## src/rtl/barrel_shifter_pipe.sv

```systemverilog
// Pipelined barrel shifter: one register stage per shift-amount bit, valid/ready
// handshake with a global stall. Supports logical/arithmetic shift and rotate in
// both directions plus pass-through, with an accumulated overflow flag.
module barrel_shifter_pipe #(
  parameter  int unsigned bit_size = 8,
  localparam int unsigned NSTG     = $clog2(bit_size)
) (
  input  logic                clk,
  input  logic                rstn,
  input  logic                in_valid,
  output logic                in_ready,
  input  logic [bit_size-1:0] in_data,
  input  logic [NSTG-1:0]     in_num_shift,
  input  logic                in_direction,
  input  logic [1:0]          in_sel,
  output logic                out_valid,
  input  logic                out_ready,
  output logic [bit_size-1:0] out_data,
  output logic                out_overflow
);

  localparam logic [1:0] SEL_LOGIC  = 2'd0;
  localparam logic [1:0] SEL_ARITH  = 2'd1;
  localparam logic [1:0] SEL_ROTATE = 2'd2;

  // One stage of shifting by s; returns {overflow, data}.
  function automatic logic [bit_size:0] shift_stage(
    input logic [bit_size-1:0] d,
    input logic                do_shift,
    input int unsigned         s,
    input logic                dir,
    input logic [1:0]          sel
  );
    logic [bit_size-1:0] r;
    logic [bit_size-1:0] top;
    logic [bit_size-1:0] ones;
    logic [bit_size-1:0] mask;
    logic                ov;
    r    = d;
    ov   = 1'b0;
    ones = '1;
    top  = '0;
    // Mask covering the s+1 most significant bits once shifted down to the LSBs.
    mask = ones >> (bit_size - 1 - s);
    if (do_shift) begin
      unique case (sel)
        SEL_LOGIC: begin
          if (dir) begin
            r = d >> s;
          end else begin
            r  = d << s;
            ov = (d >> (bit_size - s)) != '0;
          end
        end
        SEL_ARITH: begin
          if (dir) begin
            r = bit_size'($signed(d) >>> s);
          end else begin
            r   = d << s;
            top = d >> (bit_size - 1 - s);
            ov  = (top != '0) && (top != mask);
          end
        end
        SEL_ROTATE: begin
          if (dir) begin
            r = (d >> s) | (d << (bit_size - s));
          end else begin
            r = (d << s) | (d >> (bit_size - s));
          end
        end
        default: r = d;
      endcase
    end
    return {ov, r};
  endfunction

  // Stage registers
  logic [bit_size-1:0] data_q [NSTG];
  logic [bit_size-1:0] data_d [NSTG];
  logic [NSTG-1:0]     sh_q   [NSTG];
  logic [NSTG-1:0]     sh_d   [NSTG];
  logic                dir_q  [NSTG];
  logic                dir_d  [NSTG];
  logic [1:0]          sel_q  [NSTG];
  logic [1:0]          sel_d  [NSTG];
  logic [NSTG-1:0]     vld_q;
  logic [NSTG-1:0]     vld_d;
  logic [NSTG-1:0]     ov_q;
  logic [NSTG-1:0]     ov_d;

  // Per-stage inputs: stage 0 from the port, stage k from stage k-1
  logic [bit_size-1:0] src_data [NSTG];
  logic [NSTG-1:0]     src_sh   [NSTG];
  logic                src_dir  [NSTG];
  logic [1:0]          src_sel  [NSTG];
  logic [NSTG-1:0]     src_vld;
  logic [NSTG-1:0]     src_ov;
  logic [bit_size:0]   res;

  logic en;

  // Whole pipe advances unless the output holds an unconsumed result.
  assign en        = !vld_q[NSTG-1] || out_ready;
  assign in_ready  = en;
  assign out_valid = vld_q[NSTG-1];
  assign out_data  = data_q[NSTG-1];
  assign out_overflow = ov_q[NSTG-1];

  // Route stage inputs and compute each stage's next state.
  always_comb begin
    res         = '0;
    src_data[0] = in_data;
    src_sh[0]   = in_num_shift;
    src_dir[0]  = in_direction;
    src_sel[0]  = in_sel;
    src_vld[0]  = in_valid;
    src_ov[0]   = 1'b0;
    for (int k = 1; k < NSTG; k++) begin
      src_data[k] = data_q[k-1];
      src_sh[k]   = sh_q[k-1];
      src_dir[k]  = dir_q[k-1];
      src_sel[k]  = sel_q[k-1];
      src_vld[k]  = vld_q[k-1];
      src_ov[k]   = ov_q[k-1];
    end
    for (int k = 0; k < NSTG; k++) begin
      res       = shift_stage(src_data[k], src_sh[k][0], 32'(1) << k, src_dir[k], src_sel[k]);
      data_d[k] = res[bit_size-1:0];
      ov_d[k]   = src_ov[k] | res[bit_size];
      vld_d[k]  = src_vld[k];
      sh_d[k]   = src_sh[k] >> 1;
      dir_d[k]  = src_dir[k];
      sel_d[k]  = src_sel[k];
    end
  end

  // Stage registers: cleared by reset, all stages move together when enabled.
  always_ff @(posedge clk or negedge rstn) begin
    if (!rstn) begin
      data_q <= '{default: '0};
      sh_q   <= '{default: '0};
      dir_q  <= '{default: 1'b0};
      sel_q  <= '{default: '0};
      vld_q  <= '0;
      ov_q   <= '0;
    end else if (en) begin
      data_q <= data_d;
      sh_q   <= sh_d;
      dir_q  <= dir_d;
      sel_q  <= sel_d;
      vld_q  <= vld_d;
      ov_q   <= ov_d;
    end
  end

endmodule

```

## config.mk

```make
export PLATFORM = sky130hd
export DESIGN_NAME = barrel_shifter_pipe
export DESIGN_NICKNAME = d
export VERILOG_FILES = /design/src/rtl/barrel_shifter_pipe.sv
export SDC_FILE = /design/constraint.sdc
export NUM_CORES = 1
export LEC_CHECK = 0
export ABC_AREA = 1
export CAP_MARGIN = 40
export CORE_MARGIN = 2
export CORE_UTILIZATION = 40
export DETAILED_ROUTE_END_ITERATION = 8
export HOLD_SLACK_MARGIN = 0.08
export PLACE_DENSITY = 0.63
export SLEW_MARGIN = 25
export SYNTH_ARGS = -nofsm -noshare
export SYNTH_HDL_FRONTEND = slang
export SYNTH_SLANG_ARGS = --single-unit
```

## constraint.sdc

```tcl
create_clock -name clk -period 2.1 [get_ports clk]
set_clock_uncertainty 0.15 [all_clocks]
set_input_delay 0.42 -clock clk [delete_from_list [all_inputs] [get_ports clk]]
set_output_delay 0.42 -clock clk [all_outputs]
set_load 0.005 [all_outputs]
```

# Yosys cells after proc, flatten, opt, wreduce, memory -nomap -nowiden
# Index checks and enable logic that the tools add are counted.
# totals
reg_bits	39
latch_bits	0
mem_bits_rw	0
rom_bits	0
elab_cells	66
mem_count	0
# classes
add_sub_neg	0
mul	0
div_mod_pow	0
order_cmp	0
n_eq_ne	9
shift	0
mux	26
bitwise	7
n_reduce_logical	13
# op_table
cell	count
$mux W8	11
$pmux W8 S3	3
$reduce_bool A8 Y1	5
$mux W1	9
$or A6 B8 Y8	1
$or A7 B8 Y8	1
$or A8 B1 Y8	1
$or A8 B2 Y8	1
$or A8 B4 Y8	1
$eq A2 B1 Y1 const B	3
$eq A2 B2 Y1 const B	3
$logic_not A2 Y1	3
$pmux W1 S2	3
$ne A5 B5 Y1 const B	1
$logic_and A1 B1 Y1	3
$ne A3 B3 Y1 const B	1
$ne A2 B2 Y1 const B	1
$or A1 B1 Y1	2
$logic_not A1 Y1	1
$logic_or A1 B1 Y1	1

# Longest topological paths before layout
# logic_depth
depth_word	6
ltp_mapped	7
mapped_depth_nobuf	7

# Worst setup path before layout
# No wires, ideal clock.
# synth_timing
path_kind	input to output
from	input port out_ready
to	output port in_ready
t_arrival_ps	756
required_ps	1530
path_slack_ps	774
path_stages	3
path_buffers	1
path_cell_list	nor2_2 > inv_1 > buf_2
# synth_via
elab_chain_len	1
# synth_lines
item	line_no	text
from (decl)	17	input logic out_ready,
$logic_or A1 B1 Y1	103	assign en = !vld_q[NSTG-1] || out_ready;
to (decl)	11	output logic in_ready,
# Every way passes these cells.

# Final worst setup path
# Ends and elaborated chain as after synthesis.

==> reports/results.ini <==
[sta]
timing.fmax_mhz=531
fin_crit_sh_pct=89.6
worst_slew_pin_slew_ns=0.483
drv_slew=0
finalHoldWorstSlack_ns=0.327
final-setup-viol-count=0
min_period_ns=1.88
slew_headroom_pct=67.8
rsz0062_at_grt=false
tns_ns=0
hold_viol=0

[setup_path]
cp.arrival_ns=1.31
worstPathCellList=clkdlybuf4s50_1, nor2_2, inv_2, dlygate4sd2_1
r2r_cells=6
timing.rr.end=data_q[9]
path_class=input pin to primary output
critPathSlowestCell=clkdlybuf4s50_1
critical_path.max_fanout=2
critPathMaxStageDelay_ns=0.41
rr_startpoint=vld_q[2]
crit_family=buffers and inverters
end_kind=primary output
critPathBufInv=3
crit_path_start_kind=input pin
reg2reg_slack_ns=0.70
worstPathRequired_ns=1.53

[floorplanning]
die-area_mm2=0.00632
initial_core_util_pct=41.4
die_w_um=79.5
core_mm2=0.00551
rows=27
ioPinCount=29
dieHeight_um=79.5

[global_route]
busiest_layer=met2
grt_max_degree=48
antenna_found_initial=0
grt_use_met2_pct=29.5
grt_use_met3_pct=4.07
use_met1_pct=18.6
grt_pass1_vias=1841
grt.total_usage_pct=16.5
grt_pass1_wl_mm=8.07
gr-total-overflow=0

[power]
max-vdd-ir-drop_uv=459
power.density_mw_per_mm2=1190
leakagePower_nw=1.30
power.total_w=0.00314

[synth]
ys_async_sr_fraction_pct=100
synth-seq-area-share_pct=42.8
ys_ff_latch=39
avgSynthCellArea_um2=7.03
yosys_most_used_dff=dfrtp_1
synth_edf_count=0
yosys_warnings=0
syn_area_mm2=0.00228
synth_cell_types=25
syn_inst=324
synth.net_count=342

[finish]
final_util_pct=48.0
syn_to_final_growth_pct=16.0
instances_no_fill=416
regArea_um2=976
drive_above_1_share_pct=7.27
multiInputGateArea_mm2=0.00101
fillers=560
final_nets=361
diodes=0

[hold_path]
worstHoldPathCells=1
holdCritPathClass=flip-flop to flip-flop
worstHoldStart=vld_q[1]
hold_end=vld_q[2]

[clocking]
path_clk_slew_ns=0.07
clockRootBuffer=clkbuf_8
cts_setup_buffers=0
cts_tree=built
h-tree-depth=2
cts.sinks=39
cts_inserted_buffers=5
cts_buffer_depth=2
insertion_delay_ns=0.29

[job]
max_cap_viol_count=0

[placement]
gp_congestion=0.856
place_hpwl_mm=3.40
portBuffers=28
placed_cells=407

[detailed_routing]
drt_iter0_drc=122
avgRoutedWirePerCell_um=11.2
drc=0
drt_wl_total_mm=4.66
vias=1931
drt_pass1_iterations=4
ant_nets=0
via_per_inst=4.64

[outcome]
status=finished, final reports clean

## registers in the layout, indices dropped and copies added (netlist names)
register,count
dir_d,2
vld_q,3
data_q,16
sel_d,4
out_data,8
sh_q,2
sh_d,1
ov_q,3
## power by group
group	switching (W)	leakage, nW	internal [W]
registers	0.000253	0.469	0.00104
logic	0.000671	0.774	0.000536
clock network	0.000257	0.0612	0.000384
## worst register-to-register path: cells and delay by family (launching register included)
family	cells	cell delay (ns)
compound gates	2	0.15
buf+inv	2	0.46
flops	1	0.34
simple gates	2	0.19
## worst max-delay path by stage
stage / cells past startpoint / slack (ns) / startpoint / endpoint
final: 4 / 0.22 / out_ready / in_ready
after global routing: 4 / 0.16 / out_ready / in_ready
after CTS: 4 / 0.20 / out_ready / in_ready
after detailed placement: 4 / -0.06 / out_ready / in_ready
after global placement: 4 / -0.09 / out_ready / in_ready
after floorplan: 3 / 0.77 / out_ready / in_ready
## cells by family after synthesis
group	Yosys count	synth area share, %
and+or+nand+nor	171	31.2
xor gates and xnor gates	1	0.384
buffers and inverters	57	12.9
DFF	39	42.8
AOI/OAI and AO/OA	56	12.7
## layout by cell type (no fill, tap or decap), drive strengths merged
cell and n:
nor3 1, clkbuf 6, xnor2 1, nand2 120, clkdlybuf4s50 26, nand3 19
bufinv 1, o21a 1, o21ai 46, nor2 28, inv 37, clkinv 1
o211ai 1, or2 1, buf 4, dlygate4sd2 1, dlygate4sd3 1, nand4 2
a21oi 8, dfrtp 39
## through the flow
| stage | setup slack, ns | cell area, µm² |
|---|---|---|
| after floorplan | 0.774 | 2280 |
| after CTS | 0.197 | 2640 |
| after detailed placement | -0.0633 | 2520 |
| after global routing | 0.156 | 2640 |
| final | 0.218 | 2640 |
| after global placement | -0.0859 | 2520 |
## cells in the mapped netlist, types with 3 or more instances
cell type | instances | area (µm²)
nor2_1 | 26 | 97.6
a21oi_1 | 8 | 40.0
inv_1 | 34 | 128
buf_6 | 4 | 45.0
buf_4 | 11 | 82.6
nand2_2 | 3 | 18.8
dfrtp_1 | 39 | 976
nand3_1 | 19 | 95.1
o21ai_1 | 6 | 30.0
o21ai_0 | 39 | 195
buf_2 | 3 | 15.0
nand2_1 | 115 | 432
## what timing repair did
item                       4_1_cts  5_1_grt
setup endpoints to repair        1        0
gates resized for setup          2        0
hold endpoints to repair        39        0
hold buffers                     1        0
## area by class of cell
class / instances / share of cell area [%]
clock buffer: 6 / 3.13
clock inverter: 2 / 1.33
inverter: 37 / 5.45
multi-input combinational: 228 / 38.2
sequential: 39 / 36.9
tap: 72 / 3.41
timing repair buffer: 32 / 11.6
## metal layers
metal  vias up  part of all wire (%)  wire, µm
met2        36                    49      2290
li1       1042                     -         -
met1       847                    46      2130
met3         6                   3.5       163
met5         -                     0         0
met4         0                   1.7        79
Power figures use the tool's default switching activity.
